## config.mk

```make
export PLATFORM = sky130hd
export DESIGN_NAME = fp_add
export DESIGN_NICKNAME = d
export VERILOG_FILES = /design/src/rtl/fp_pkg.sv /design/src/rtl/fp_lzc24.sv /design/src/rtl/fp_add.sv
export SDC_FILE = /design/constraint.sdc
export NUM_CORES = 1
export LEC_CHECK = 0
export CELL_PAD_IN_SITES_DETAIL_PLACEMENT = 1
export CELL_PAD_IN_SITES_GLOBAL_PLACEMENT = 2
export CORE_MARGIN = 2
export CORE_UTILIZATION = 30
export DETAILED_ROUTE_END_ITERATION = 12
export PLACE_DENSITY_LB_ADDON = 0.3
export SLEW_MARGIN = 20
export SYNTH_ARGS = -nofsm -noshare
export SYNTH_HDL_FRONTEND = slang
export SYNTH_SLANG_ARGS = --single-unit
```

## constraint.sdc

```tcl
create_clock -name clk -period 1.2 [get_ports clk]
set_clock_uncertainty 0.1 [all_clocks]
set_input_delay 0.24 -clock clk [delete_from_list [all_inputs] [get_ports clk]]
set_output_delay 0.24 -clock clk [all_outputs]
set_load 0.02 [all_outputs]
```

## src/rtl/fp_pkg.sv

```systemverilog
// Shared binary32 format constants, unpacked-operand type and the unpack helper
// used by the floating-point adder.
package fp_pkg;

    localparam int EXP_W   = 8;
    localparam int FRAC_W  = 23;
    localparam int SIG_W   = FRAC_W + 1;
    localparam int BIAS    = 127;
    localparam int EXP_MAX = 255;

    localparam logic [31:0] QNAN = 32'h7FC0_0000;

    typedef struct packed {
        logic             sign;
        logic [EXP_W-1:0] exp;
        logic [SIG_W-1:0] sig;
        logic             is_zero;
        logic             is_inf;
        logic             is_nan;
    } fp_unpacked_t;

    // Subnormals are flushed: any exp==0 encoding counts as a zero of its sign.
    function automatic fp_unpacked_t fp_unpack(input logic [31:0] w);
        fp_unpacked_t u;
        u.sign    = w[31];
        u.exp     = w[30:23];
        u.sig     = {1'b1, w[22:0]};
        u.is_zero = (w[30:23] == '0);
        u.is_inf  = (w[30:23] == EXP_W'(EXP_MAX)) && (w[22:0] == '0);
        u.is_nan  = (w[30:23] == EXP_W'(EXP_MAX)) && (w[22:0] != '0);
        return u;
    endfunction

endpackage

```

## src/rtl/fp_lzc24.sv

```systemverilog
// Leading-zero counter for the 24-bit significand; flags an all-zero input.
module fp_lzc24 (
    input  logic [23:0] data_i,
    output logic [4:0]  count_o,
    output logic        zero_o
);

    always_comb begin
        // NOTE: assign a default before any conditional write so no latch is inferred.
        count_o = 5'd0;
        // Ascending scan: the highest set bit is written last and wins.
        for (int i = 0; i < 24; i++) begin
            if (data_i[i]) begin
                count_o = 5'(23 - i);
            end
        end
    end

    assign zero_o = (data_i == '0);

endmodule

```

## src/rtl/fp_add.sv

```systemverilog
// Single-cycle binary32 adder: combinational align/add/normalize/round with
// one output register; round-to-nearest-even, subnormals flushed to zero.
module fp_add
    import fp_pkg::*;
(
    input  logic              clk,
    input  logic              rst,
    input  logic [31:0]       A_FP,
    input  logic [31:0]       B_FP,
    output logic              sign,
    output logic [EXP_W-1:0]  exponent,
    output logic [FRAC_W-1:0] mantissa
);

    fp_unpacked_t     a_u, b_u;
    logic             big_sign, small_sign;
    logic [EXP_W-1:0] big_exp, small_exp, exp_diff;
    logic [SIG_W-1:0] big_sig, small_sig;
    logic [49:0]      wide_shift;
    logic [26:0]      small_al;
    logic [27:0]      sum_raw;

    logic [4:0]        lz_cnt, shamt;
    logic              lz_zero;
    logic [26:0]       norm;
    logic signed [9:0] exp_n, exp_f;
    logic [24:0]       mant_r;
    logic              rnd_up;
    logic [31:0]       res_d, res_q;

    always_comb begin
        a_u = fp_unpack(A_FP);
        b_u = fp_unpack(B_FP);

        // Magnitude order is plain unsigned order of {exp, frac}.
        if (A_FP[30:0] >= B_FP[30:0]) begin
            big_sign = a_u.sign;  big_exp = a_u.exp;  big_sig = a_u.sig;
            small_sign = b_u.sign; small_exp = b_u.exp; small_sig = b_u.sig;
        end else begin
            big_sign = b_u.sign;  big_exp = b_u.exp;  big_sig = b_u.sig;
            small_sign = a_u.sign; small_exp = a_u.exp; small_sig = a_u.sig;
        end

        exp_diff   = big_exp - small_exp;
        wide_shift = {small_sig, 26'b0} >> exp_diff;
        if (exp_diff >= 8'd26) begin
            small_al = 27'd1;
        end else begin
            small_al = {wide_shift[49:24], |wide_shift[23:0]};
        end

        if (big_sign ^ small_sign) begin
            sum_raw = {1'b0, big_sig, 3'b0} - {1'b0, small_al};
        end else begin
            sum_raw = {1'b0, big_sig, 3'b0} + {1'b0, small_al};
        end
    end

    fp_lzc24 u_lzc (
        .data_i  (sum_raw[26:3]),
        .count_o (lz_cnt),
        .zero_o  (lz_zero)
    );

    always_comb begin
        shamt = 5'd0;
        if (sum_raw[27]) begin
            norm  = {sum_raw[27:2], sum_raw[1] | sum_raw[0]};
            exp_n = 10'(big_exp) + 10'd1;
        end else begin
            // Upper 24 bits can only be empty after a one-place alignment, leaving the guard bit.
            shamt = lz_zero ? 5'd24 : lz_cnt;
            norm  = sum_raw[26:0] << shamt;
            exp_n = 10'(big_exp) - 10'(shamt);
        end

        rnd_up = norm[2] & (norm[1] | norm[0] | norm[3]);
        mant_r = {1'b0, norm[26:3]} + 25'(rnd_up);
        exp_f  = exp_n + 10'(mant_r[24]);

        if (a_u.is_nan || b_u.is_nan || (a_u.is_inf && b_u.is_inf && (a_u.sign != b_u.sign))) begin
            res_d = QNAN;
        end else if (a_u.is_inf) begin
            res_d = {a_u.sign, 8'hFF, 23'b0};
        end else if (b_u.is_inf) begin
            res_d = {b_u.sign, 8'hFF, 23'b0};
        end else if (a_u.is_zero && b_u.is_zero) begin
            res_d = {a_u.sign & b_u.sign, 31'b0};
        end else if (a_u.is_zero) begin
            res_d = B_FP;
        end else if (b_u.is_zero) begin
            res_d = A_FP;
        end else if (sum_raw == '0) begin
            res_d = 32'b0;
        end else if (exp_f < 10'sd1) begin
            res_d = {big_sign, 31'b0};
        end else if (exp_f >= 10'sd255) begin
            res_d = {big_sign, 8'hFF, 23'b0};
        end else begin
            res_d = {big_sign, exp_f[7:0], mant_r[22:0]};
        end
    end

    always_ff @(posedge clk or posedge rst) begin
        // NOTE: state is written with non-blocking assignments only.
        if (rst) begin
            res_q <= 32'b0;
        end else begin
            res_q <= res_d;
        end
    end

    assign sign     = res_q[31];
    assign exponent = res_q[30:23];
    assign mantissa = res_q[22:0];

endmodule

```

==> results of run 1 <==
-- how the worst max path moves through the flow --
stage | start | endpoint | slack (ps)
after floorplan | B_FP[28] | res_q[22]$_DFF_PP0_ | -9960
after global placement | B_FP[13] | res_q[0]$_DFF_PP0_ | -11260
after detailed placement | B_FP[13] | res_q[27]$_DFF_PP0_ | -11700
after CTS | A_FP[11] | res_q[6]$_DFF_PP0_ | -10690
after global routing | B_FP[10] | res_q[5]$_DFF_PP0_ | -11230
final | A_FP[11] | res_q[10]$_DFF_PP0_ | -10770
-- metal layers --
layer | vias to the layer above | share of wire [%] | global-route usage, %
met4 | 2 | 6.1 | 18.7
met2 | 900 | 46 | 65.1
met1 | 10540 | 42 | 48.7
met3 | 265 | 6.1 | 4.23
li1 | 9512 | - | -
met5 | - | 0.017 | 0.313
-- cell usage after synthesis, types with 27 or more instances --
master,instances,area share (%)
a211oi_1,37,2.0
a21o_1,41,2.2
a21oi_1,160,5.8
a221oi_1,27,1.7
a31oi_1,28,1.3
clkbuf_1,81,2.2
dfrtp_1,32,5.8
ha_1,89,8.1
inv_1,106,2.9
mux2i_1,71,5.2
nand2_1,185,5.1
nand2b_1,27,1.2
nand3_1,66,2.4
nand4_1,28,1.3
nor2_1,188,5.1
nor3_1,75,2.7
nor4_1,43,2.0
o211ai_1,34,1.9
o21ai_0,143,5.2
or3_1,29,1.3
xnor2_1,35,2.2
-- placed cells by master, fill, tap and decap left out, types with 16 or more instances in the layout --
cell / instances
and2_1: 22
nor4_1: 34
a211oi_1: 31
a22oi_1: 16
ha_1: 66
nor2_1: 173
nor2b_1: 16
inv_2: 26
o21ai_1: 24
nand3_1: 55
o21ai_0: 122
a21oi_2: 21
o211ai_1: 34
nor3_1: 68
dfrtp_1: 32
o21a_1: 16
a21o_1: 41
a21oi_1: 144
or3_1: 26
mux2i_1: 64
a221oi_1: 18
nand4_1: 28
nand2b_1: 26
inv_1: 84
dlygate4sd2_1: 44
xnor2_1: 29
buf_4: 884
nand2_1: 182
a31oi_1: 25
ha_4: 22
and3_1: 20
buf_2: 34
-- report_power, final --
part	internal [mW]	leakage, nW	switching, mW
sequential	1.60	0.385	0.173
clock	0.869	0.0760	0.447
combinational	13.9	10.1	16.9
total	16.4	10.6	17.5
-- final cells by class --
type | count | area, µm² | area share [%]
inverter | 112 | 424 | 1.84
clock buffer | 7 | 153 | 0.663
multi-input combinational | 1757 | 13200 | 57.2
tap | 600 | 751 | 3.26
timing repair buffer | 1003 | 7730 | 33.6
sequential | 32 | 801 | 3.48
-- cell families after synthesis --
logic type,Yosys count
and+or+nand+nor,777
AOI/OAI and AO/OA,748
buffers and inverters,246
adders and majority gates,91
muxes,89
xor gates and xnor gates,52
DFF,32
-- through the flow --
stage	hold WS, ps	instance area, µm²	utilization, %
after floorplan	256	14200	-
after global placement	507	21800	48.1
after detailed placement	507	21800	48.1
after CTS	231	22500	49.8
after global routing	252	23000	50.9
final	214	23000	50.9
-- worst max-delay path, delay by kind of cell --
kind,cells,cell delay [ps]
AOI/OAI and AO/OA,22,3890
and+or+nand+nor,24,4200
adders and majority gates,4,1020
xor gates and xnor gates,1,190
buffers and inverters,11,1710
muxes,2,720
-- repair_timing --
action,4_1_cts,5_1_grt
hold endpoints to repair,0,0
pin swaps,70,75
setup buffers,30,21
endpoints found under the setup margin,64,33
gates resized for setup,339,74
==> qor.yml, run 1 <==
status: "complete, but fails checks"
failed_checks: "setup timing"
yosys_warnings: 0
route.detailed.drc: 0
diodes: 0
drt-initial-drc-count: 1817
avgSynthCellArea_um2: 6.75
drt_wl_total_um: 94900
cts_sinks: 32
gp_congestion: 0.989
hold_class: "in -> async"
hpwlAfterDp_um: 79100
worst_setup_path_start_kind: "input pin"
numCtsBuffers: 5
fill_cells: 5769
endpoint_kind: "flip-flop"
p_leak_nw: 10.6
top_regs: "res_q: 32 flops"
required_ps: 1240
clkSlewWorstSetupHoldPaths_ps: 60
slowest_stage: "mux4_2"
fin_nets: 3068
grt_antenna_before_repair: 0
arrival_ps: 12010
ir_worst_vdd_mv: 1.26
setup_viol: 32
syn2layout_area_growth_pct: 67.8
synth_compound_area_share_pct: 38.6
yosys.area_share.adder_pct: 8.40
drt_first_pass_iters: 6
crit_type: "in -> reg"
drive_above_1_share_pct: 42.5
design.die.area_um2: 47500
cts_tree: "yes"
coreArea_um2: 45300
fmax_mhz: 83.5
worst-path-max-fanout: 11
largest_register_ffs: 32
ys_types: 111
synth-simple-area-share_pct: 28.7
worst_slew_pin_slew_ps: 932
synth_flop_cell: "dfrtp_1"
globalRoute.totalOverflow: 0
synth_edf_count: 0
synthXorXnorAreaFrac_pct: 3.32
power_mw: 33.9
fin_ws_ps: -10770
hold_viol_final: 0
maxSlewViolCount: 0
cts.htree.levels: 2
maxCapViolations: 0
path_common_cell: "buf_4"
ys_ff_latch: 32
rsz0062_at_grt: "yes"
grt_pass1_vias: 21986
power_density_nw_per_um2: 1470
die_x_um: 218
grt_max_degree: 79
grt.total_usage_pct: 38.6
dpl_worst_slack_ps: -11700
vias_per_cell: 6.04
ant_nets: 0
synth_nets: 2192
die_h_um: 218
ctsLongestPathBuffers: 2
portBuffers: 97
ys_seq_area_share_pct: 5.83
slowest_delay_ps: 550
regMostFlops: "res_q"
synth_area_um2: 13700
fin_cells: 3511
synth_mux_area_share_pct: 7.15
start_util_pct: 30.3
slew_headroom_pct: 37.3
ioPinCount: 98
postCtsHoldBufs: 0
wl_per_cell_um: 27.0
post-route-period-util_pct: 998
setup_tns_ps: -338010
grt_pass1_wl_um: 139000
num_rows: 78
via_count: 21219
dp_cells: 3456
fin_crit_ps: 11970
cts-root-buf: "clkbuf_16"
synthCells: 2035
async_flop_share_pct: 100
synth_top_family_by_area: "compound AO/OA/AOI/OAI gates"
No activity file was read; power rests on OpenSTA's default activity.
==> run 2, diff against run 1 <==
- CORE_ASPECT_RATIO: default -> 1.75
- SETUP_SLACK_MARGIN: default -> 0.5
==> qor.yml, run 2 (synthesis gave the netlist of run 1 again) <==
ant_nets: 0  # unchanged
via_count: 21712  # was 21219
drive_above_1_share_pct: 47.1  # was 42.5%
fmax_mhz: 81.7  # was 83.5 MHz
hold_class: "in -> async"  # unchanged
worst_setup_path_start_kind: "input pin"  # unchanged
die_h_um: 287  # was 218 µm
ioPinCount: 98  # unchanged
cts-root-buf: "clkbuf_16"  # unchanged
hold_viol_final: 0  # unchanged
multi_input_area_um2: 13500  # was 13200 µm²
cts_sinks: 32  # unchanged
setup_viol: 41  # was 32
slowest_delay_ps: 610  # was 550 ps
ctsLongestPathBuffers: 2  # unchanged
design.die.area_um2: 47600  # was 47500 µm²
regMostFlops: "res_q"  # unchanged
arrival_ps: 12320  # was 12010 ps
setup_tns_ps: -345460  # was -338010 ps
start_util_pct: 30.4  # was 30.3%
crit_type: "in -> reg"  # unchanged
worst-path-max-fanout: 15  # was 11
vias_per_cell: 6.10  # was 6.04
endpoint_kind: "flip-flop"  # unchanged
globalRoute.totalOverflow: 0  # unchanged
maxCapViolations: 0  # unchanged
grt_max_degree: 85  # was 79
portBuffers: 97  # unchanged
grt.total_usage_pct: 40.7  # was 38.6%
final_common_cell: "buf_4"  # unchanged
drt_first_pass_iters: 5  # was 6
rsz0062_at_grt: "yes"  # unchanged
power_density_nw_per_um2: 1530  # was 1470 nW/µm²
slew_headroom_pct: 35.4  # was 37.3%
drt_wl_total_um: 102000  # was 94900 µm
fin_ws_ps: -11040  # was -10770 ps
hold_slack_ps: 236  # was 214 ps
fin_crit_ps: 12240  # was 11970 ps
gp_congestion: 1.06  # was 0.989
p_leak_nw: 11.0  # was 10.6 nW
failed_checks: "setup timing"  # unchanged
worst_slew_pin_slew_ps: 970  # was 932 ps
status: "complete, but fails checks"  # unchanged
ir_worst_vdd_mv: 0.877  # was 1.26 mV
maxSlewViolCount: 0  # unchanged
fill_cells: 5673  # was 5769
clkSlewWorstSetupHoldPaths_ps: 70  # was 60 ps
hpwlAfterDp_um: 82700  # was 79100 µm
top_regs: "res_q: 32 flops"  # unchanged
num_rows: 103  # was 78
required_ps: 1280  # was 1240 ps
coreArea_um2: 45100  # was 45300 µm²
slowest_stage: "or4_1"  # was mux4_2
drt-initial-drc-count: 1333  # was 1817
ff_latch_area_um2: 806  # was 801 µm²
die_x_um: 166  # was 218 µm
most-common-layout-cells: "buf_4 (936), nand2_1 (178), nor2_1 (176)"  # was buf_4 (884), nand2_1 (182), nor2_1 (173)
grt_pass1_vias: 23641  # was 21986
grt_antenna_before_repair: 4  # was 0
path_buf_inv: 11  # unchanged
largest_register_ffs: 32  # unchanged
cts_tree: "yes"  # unchanged
route.detailed.drc: 0  # unchanged
wl_per_cell_um: 28.6  # was 27.0 µm
syn2layout_area_growth_pct: 75.5  # was 67.8%
grt_pass1_wl_um: 147000  # was 139000 µm
path_common_cell: "buf_4"  # unchanged
numCtsBuffers: 5  # unchanged
cp_top_family: "simple AND/OR/NAND/NOR gates"  # unchanged
cts.htree.levels: 2  # unchanged
fin_nets: 3135  # was 3068
post-route-period-util_pct: 1020  # was 998%
-- run 2: stage by stage --
step	instance area (µm²)	cells	utilization, %	total power, mW	setup WS, ps
final	24100	3558	53.4	36.9	-11040
after global routing	24100	3557	53.4	38.4	-11590
after CTS	23500	3532	52.1	34.9	-10640
after global placement	22100	3468	48.9	31.1	-12010
after floorplan	14200	2035	-	15.1	-9960
after detailed placement	22100	3468	48.9	31.7	-12290
-- run 2: layout make-up --
cell class / count / area share [%]
diodes: 2 / 0.0208
clock buffers: 8 / 0.608
inverters: 112 / 1.85
repair buffers: 1070 / 35.2
multi-input cells: 1757 / 56.0
flip-flops and latches: 32 / 3.34
well taps: 577 / 3.00
-- run 2: where the power goes --
part	switching (mW)	internal, mW	leakage, nW	total [mW]
clock network	0.526	0.829	0.0712	1.36
registers	0.528	1.62	0.381	2.15
logic	17.9	15.5	10.6	33.4
total	19.0	17.9	11.0	36.9
-- run 2: timing repair --
| item | in CTS | in global routing |
|---|---|---|
| hold buffers | 0 | 0 |
| pin swaps | 113 | 76 |
| endpoints found under the setup margin | 64 | 64 |
| cloned | 0 | 0 |
| setup buffers | 56 | 24 |
| gates resized for setup | 566 | 94 |
-- run 2: how the worst max path moves through the flow --
stage	startpoint	end	slack [ps]	cells after the start
2_1_floorplan	B_FP[28]	res_q[22]$_DFF_PP0_	-9960	65
3_3_place_gp	B_FP[27]	res_q[2]$_DFF_PP0_	-12010	63
3_5_place_dp	B_FP[27]	res_q[2]$_DFF_PP0_	-12290	63
4_1_cts	B_FP[28]	res_q[15]$_DFF_PP0_	-10640	65
5_1_grt	B_FP[4]	res_q[15]$_DFF_PP0_	-11590	68
6_report	B_FP[14]	res_q[15]$_DFF_PP0_	-11040	59
-- run 2: per-layer routing --
layer / share of wire (%) / up-vias / GRT usage, %
met1: 33 / 10706 / 37.7
li1: - / 9649 / -
met5: 0 / - / 0
met3: 4.9 / 474 / 6.35
met4: 12 / 0 / 38.4
met2: 51 / 883 / 75.8
==> run 3, diff against run 2 <==
- CORE_UTILIZATION: 30 -> 35
==> qor.yml, run 3 <==
gp_congestion: 1.25  # was 1.06
synth_area_um2: 13700  # unchanged
dp_cells: 3310  # was 3468
cts.htree.levels: 2  # unchanged
globalRoute.totalOverflow: 16
portBuffers: 97  # unchanged
grt_max_degree: 79
synth_top_area_share_pct: 8.11  # unchanged
stop_stage: "global routing"
cts_sinks: 32  # unchanged
yosys.area.top_type: "ha_1"  # unchanged
yosys_warnings: 0  # unchanged
avgSynthCellArea_um2: 6.75  # unchanged
numCtsBuffers: 5  # unchanged
start_util_pct: 35.3  # was 30.4%
synthCells: 2035  # unchanged
ys_top_cells_by_count: "nor2_1 (188), nand2_1 (185), a21oi_1 (160), o21ai_0 (143), inv_1 (106)"  # unchanged
error_line: "[ERROR GRT-0116] Global routing finished with congestion. Check the congestion regions in the DRC Viewer."
grt_pass1_vias: 28088
die_h_um: 266  # was 287 µm
cts-root-buf: "clkbuf_16"  # unchanged
ioPinCount: 98  # unchanged
synth_nets: 2192  # unchanged
grt_pass1_wl_um: 187000
synth_area_leaders: "ha_1 (8.1%), a21oi_1 (5.8%), dfrtp_1 (5.8%)"  # unchanged
ys_ff_latch: 32  # unchanged
ys_types: 111  # unchanged
yosysMostFrequentCell: "nor2_1"  # unchanged
num_rows: 96  # was 103
status: "aborted with a tool error"  # was complete, but fails checks
synth_flop_cell: "dfrtp_1"  # unchanged
die_x_um: 154  # was 166 µm
grt.total_usage_pct: 60.7
ys_seq_area_share_pct: 5.83  # unchanged
hpwlAfterDp_um: 78400  # was 82700 µm
ctsLongestPathBuffers: 2  # unchanged
async_flop_share_pct: 100  # unchanged
synth_edf_count: 0  # unchanged
run 3: cell counts after synthesis:
Identical to the previous run, type by type.
run 3: repair_timing:
action | CTS
pin swaps | 96
setup endpoints to repair | 86
gates resized for setup | 557
hold buffers | 0
cloned | 2
setup buffers | 71
run 3: stage by stage:
stage	util [%]	hold WS (ps)	setup WS [ps]	setup TNS, ps	instance area (µm²)
after detailed placement	54.9	417	-11940	-380130	21400
after floorplan	-	68.4	-9960	-313410	14200
after CTS	58.9	83.4	-10650	-335700	22900
after global placement	54.9	396	-11180	-358010	21400
run 3: cells by family after synthesis:
logic type | count (synthesis) | synth area share [%]
AO/OA/AOI/OAI | 748 | 38.6
flip-flops | 32 | 5.83
XOR/XNOR | 52 | 3.32
buffers and inverters | 246 | 7.98
AND/OR/NAND/NOR | 777 | 28.7
multiplexers | 89 | 7.15
adder cells (fa/ha/maj) | 91 | 8.40
run 3: metal layers:
metal	GRT overflow	GRT usage, %
met5	0	7.94
met4	10	66.7
met3	0	35.3
met2	6	88.0
met1	0	55.6
==> run 4, diff against run 3 <==
- CELL_PAD_IN_SITES_DETAIL_PLACEMENT: 1 -> default
- CELL_PAD_IN_SITES_GLOBAL_PLACEMENT: 2 -> default
- CORE_ASPECT_RATIO: 1.75 -> default
- CORE_UTILIZATION: 35 -> 40
- PLACE_DENSITY_LB_ADDON: 0.3 -> 0.15
- SETUP_SLACK_MARGIN: 0.5 -> default
==> qor.yml, run 4 (synthesis gave the netlist of run 1 again) <==
vias_per_cell: 6.39
ant_nets: 0
worst_setup_path_start_kind: "input pin"
cts_tree: "yes"
power_mw: 33.9
hold_slack_ps: 217
hold_class: "in -> async"
slew_headroom_pct: 35.9
rsz0062_at_grt: "yes"
top_regs: "res_q: 32 flops"
cts.htree.levels: 2  # unchanged
fin_cells: 3394
drt_wl_total_um: 83400
syn2layout_area_growth_pct: 71.2
grt_pass1_vias: 21116
diodes: 0
num_rows: 67  # was 96
design.die.area_um2: 35800
dp_cells: 3293  # was 3310
start_util_pct: 40.7  # was 35.3%
internal-power_mw: 16.7
seq_power_share_pct: 5.7
drive_above_1_share_pct: 46.8
post-route-period-util_pct: 965
most-common-layout-cells: "buf_4 (915), nor2_1 (176), nand2_1 (175)"
hpwlAfterDp_um: 66500  # was 78400 µm
regMostFlops: "res_q"
ir_worst_vdd_mv: 1.13
ioPinCount: 98  # unchanged
fin_crit_ps: 11570
grt_antenna_before_repair: 0
fin_nets: 3102
maxSlewViolCount: 0
comb_power_share_pct: 90.7
wl_per_cell_um: 24.6
die_h_um: 189  # was 266 µm
slowest_stage: "mux4_2"
postCtsHoldBufs: 0  # unchanged
grt_pass1_wl_um: 124000
crit_type: "in -> reg"
endpoint_kind: "flip-flop"
grt.total_usage_pct: 44.5
cts_sinks: 32  # unchanged
largest_register_ffs: 32
worst-path-max-fanout: 5
required_ps: 1250
via_count: 21693
drt_first_pass_iters: 9
cts-root-buf: "clkbuf_16"  # unchanged
p_leak_nw: 10.7
swShare_pct: 50.9
die_x_um: 189  # was 154 µm
gp_congestion: 1.11  # was 1.25
arrival_ps: 11630
clkSlewWorstSetupHoldPaths_ps: 50
final_common_cell: "buf_4"
coreArea_um2: 33700
route.detailed.drc: 0
globalRoute.totalOverflow: 0
fill_cells: 2877
ctsLongestPathBuffers: 2  # unchanged
setup_viol: 35
failed_checks: "setup timing"
power_density_nw_per_um2: 1440
numCtsBuffers: 5  # unchanged
clock_power_share_pct: 3.6
drt-initial-drc-count: 2703
fin_ws_ps: -10370
worst_slew_pin_slew_ps: 953
portBuffers: 97  # unchanged
grt_max_degree: 79
fmax_mhz: 86.4
slowest_delay_ps: 520
maxCapViolations: 0
switching_power_mw: 17.3
hold_viol_final: 0
status: "complete, but fails checks"  # was aborted with a tool error
-- run 4: timing repair --
item	CTS	global route
buffers inserted	65	31
resized for setup	541	135
endpoints found under the setup margin	64	35
pin swaps	123	62
-- run 4: final cells by class --
type	instances	area (µm²)	share of cell area, %
multi-input combinational	1757	13500	57.6
timing repair buffer	1037	8010	34.1
sequential	32	801	3.41
tap	448	561	2.39
inverter	112	449	1.91
clock buffer	5	125	0.533
clock inverter	3	18.8	0.0799
-- run 4: path summary, 6_finish.rpt --
| path | start | end | slack, ps | depth (start not counted) |
|---|---|---|---|---|
| setup / recovery | B_FP[4] | res_q[15]$_DFF_PP0_ | -10370 | 64 |
| hold / removal | rst | res_q[20]$_DFF_PP0_ | 220 | 3 |
| max in group asynchronous | rst | res_q[9]$_DFF_PP0_ | 610 | 3 |
| min in group clk | B_FP[8] | res_q[8]$_DFF_PP0_ | 270 | 4 |
-- run 4: routing by layer --
| layer | vias up | global-route usage (%) | share of wire [%] |
|---|---|---|---|
| li1 | 9604 | - | - |
| met1 | 10229 | 57.1 | 39 |
| met2 | 1488 | 70.5 | 43 |
| met3 | 372 | 9.06 | 11 |
| met4 | 0 | 22.7 | 6.4 |
| met5 | - | 0 | 0 |
-- run 4: metrics by stage --
| stage | setup TNS (ps) | util, % | area (µm²) | worst slack [ps] |
|---|---|---|---|---|
| after global placement | -354900 | 63.7 | 21500 | -11190 |
| final | -325410 | 69.7 | 23500 | -10370 |
| after CTS | -311060 | 67.5 | 22700 | -9940 |
| after global routing | -341050 | 69.7 | 23500 | -10840 |
| after detailed placement | -356980 | 63.7 | 21500 | -11270 |
| after floorplan | -313410 | - | 14200 | -9960 |
-- run 4: critical path, delay by kind of cell --
kind | cells | cell delay, ps
compound gates | 23 | 4160
xor+xnor | 2 | 470
fa+ha+maj | 4 | 990
buf+inv | 9 | 1160
mux | 3 | 720
simple gates | 23 | 3880
-- run 4: power by group through the flow --
stage | sequential, mW | combinational [mW] | clock (mW)
finish | 1.92 | 30.8 | 1.23
global route | 1.92 | 32.2 | 1.28
CTS | 1.86 | 28.5 | 1.22
detailed placement | 1.90 | 27.4 | 0
global placement | 1.88 | 27.1 | 0
floorplan | 2.41 | 12.7 | 0
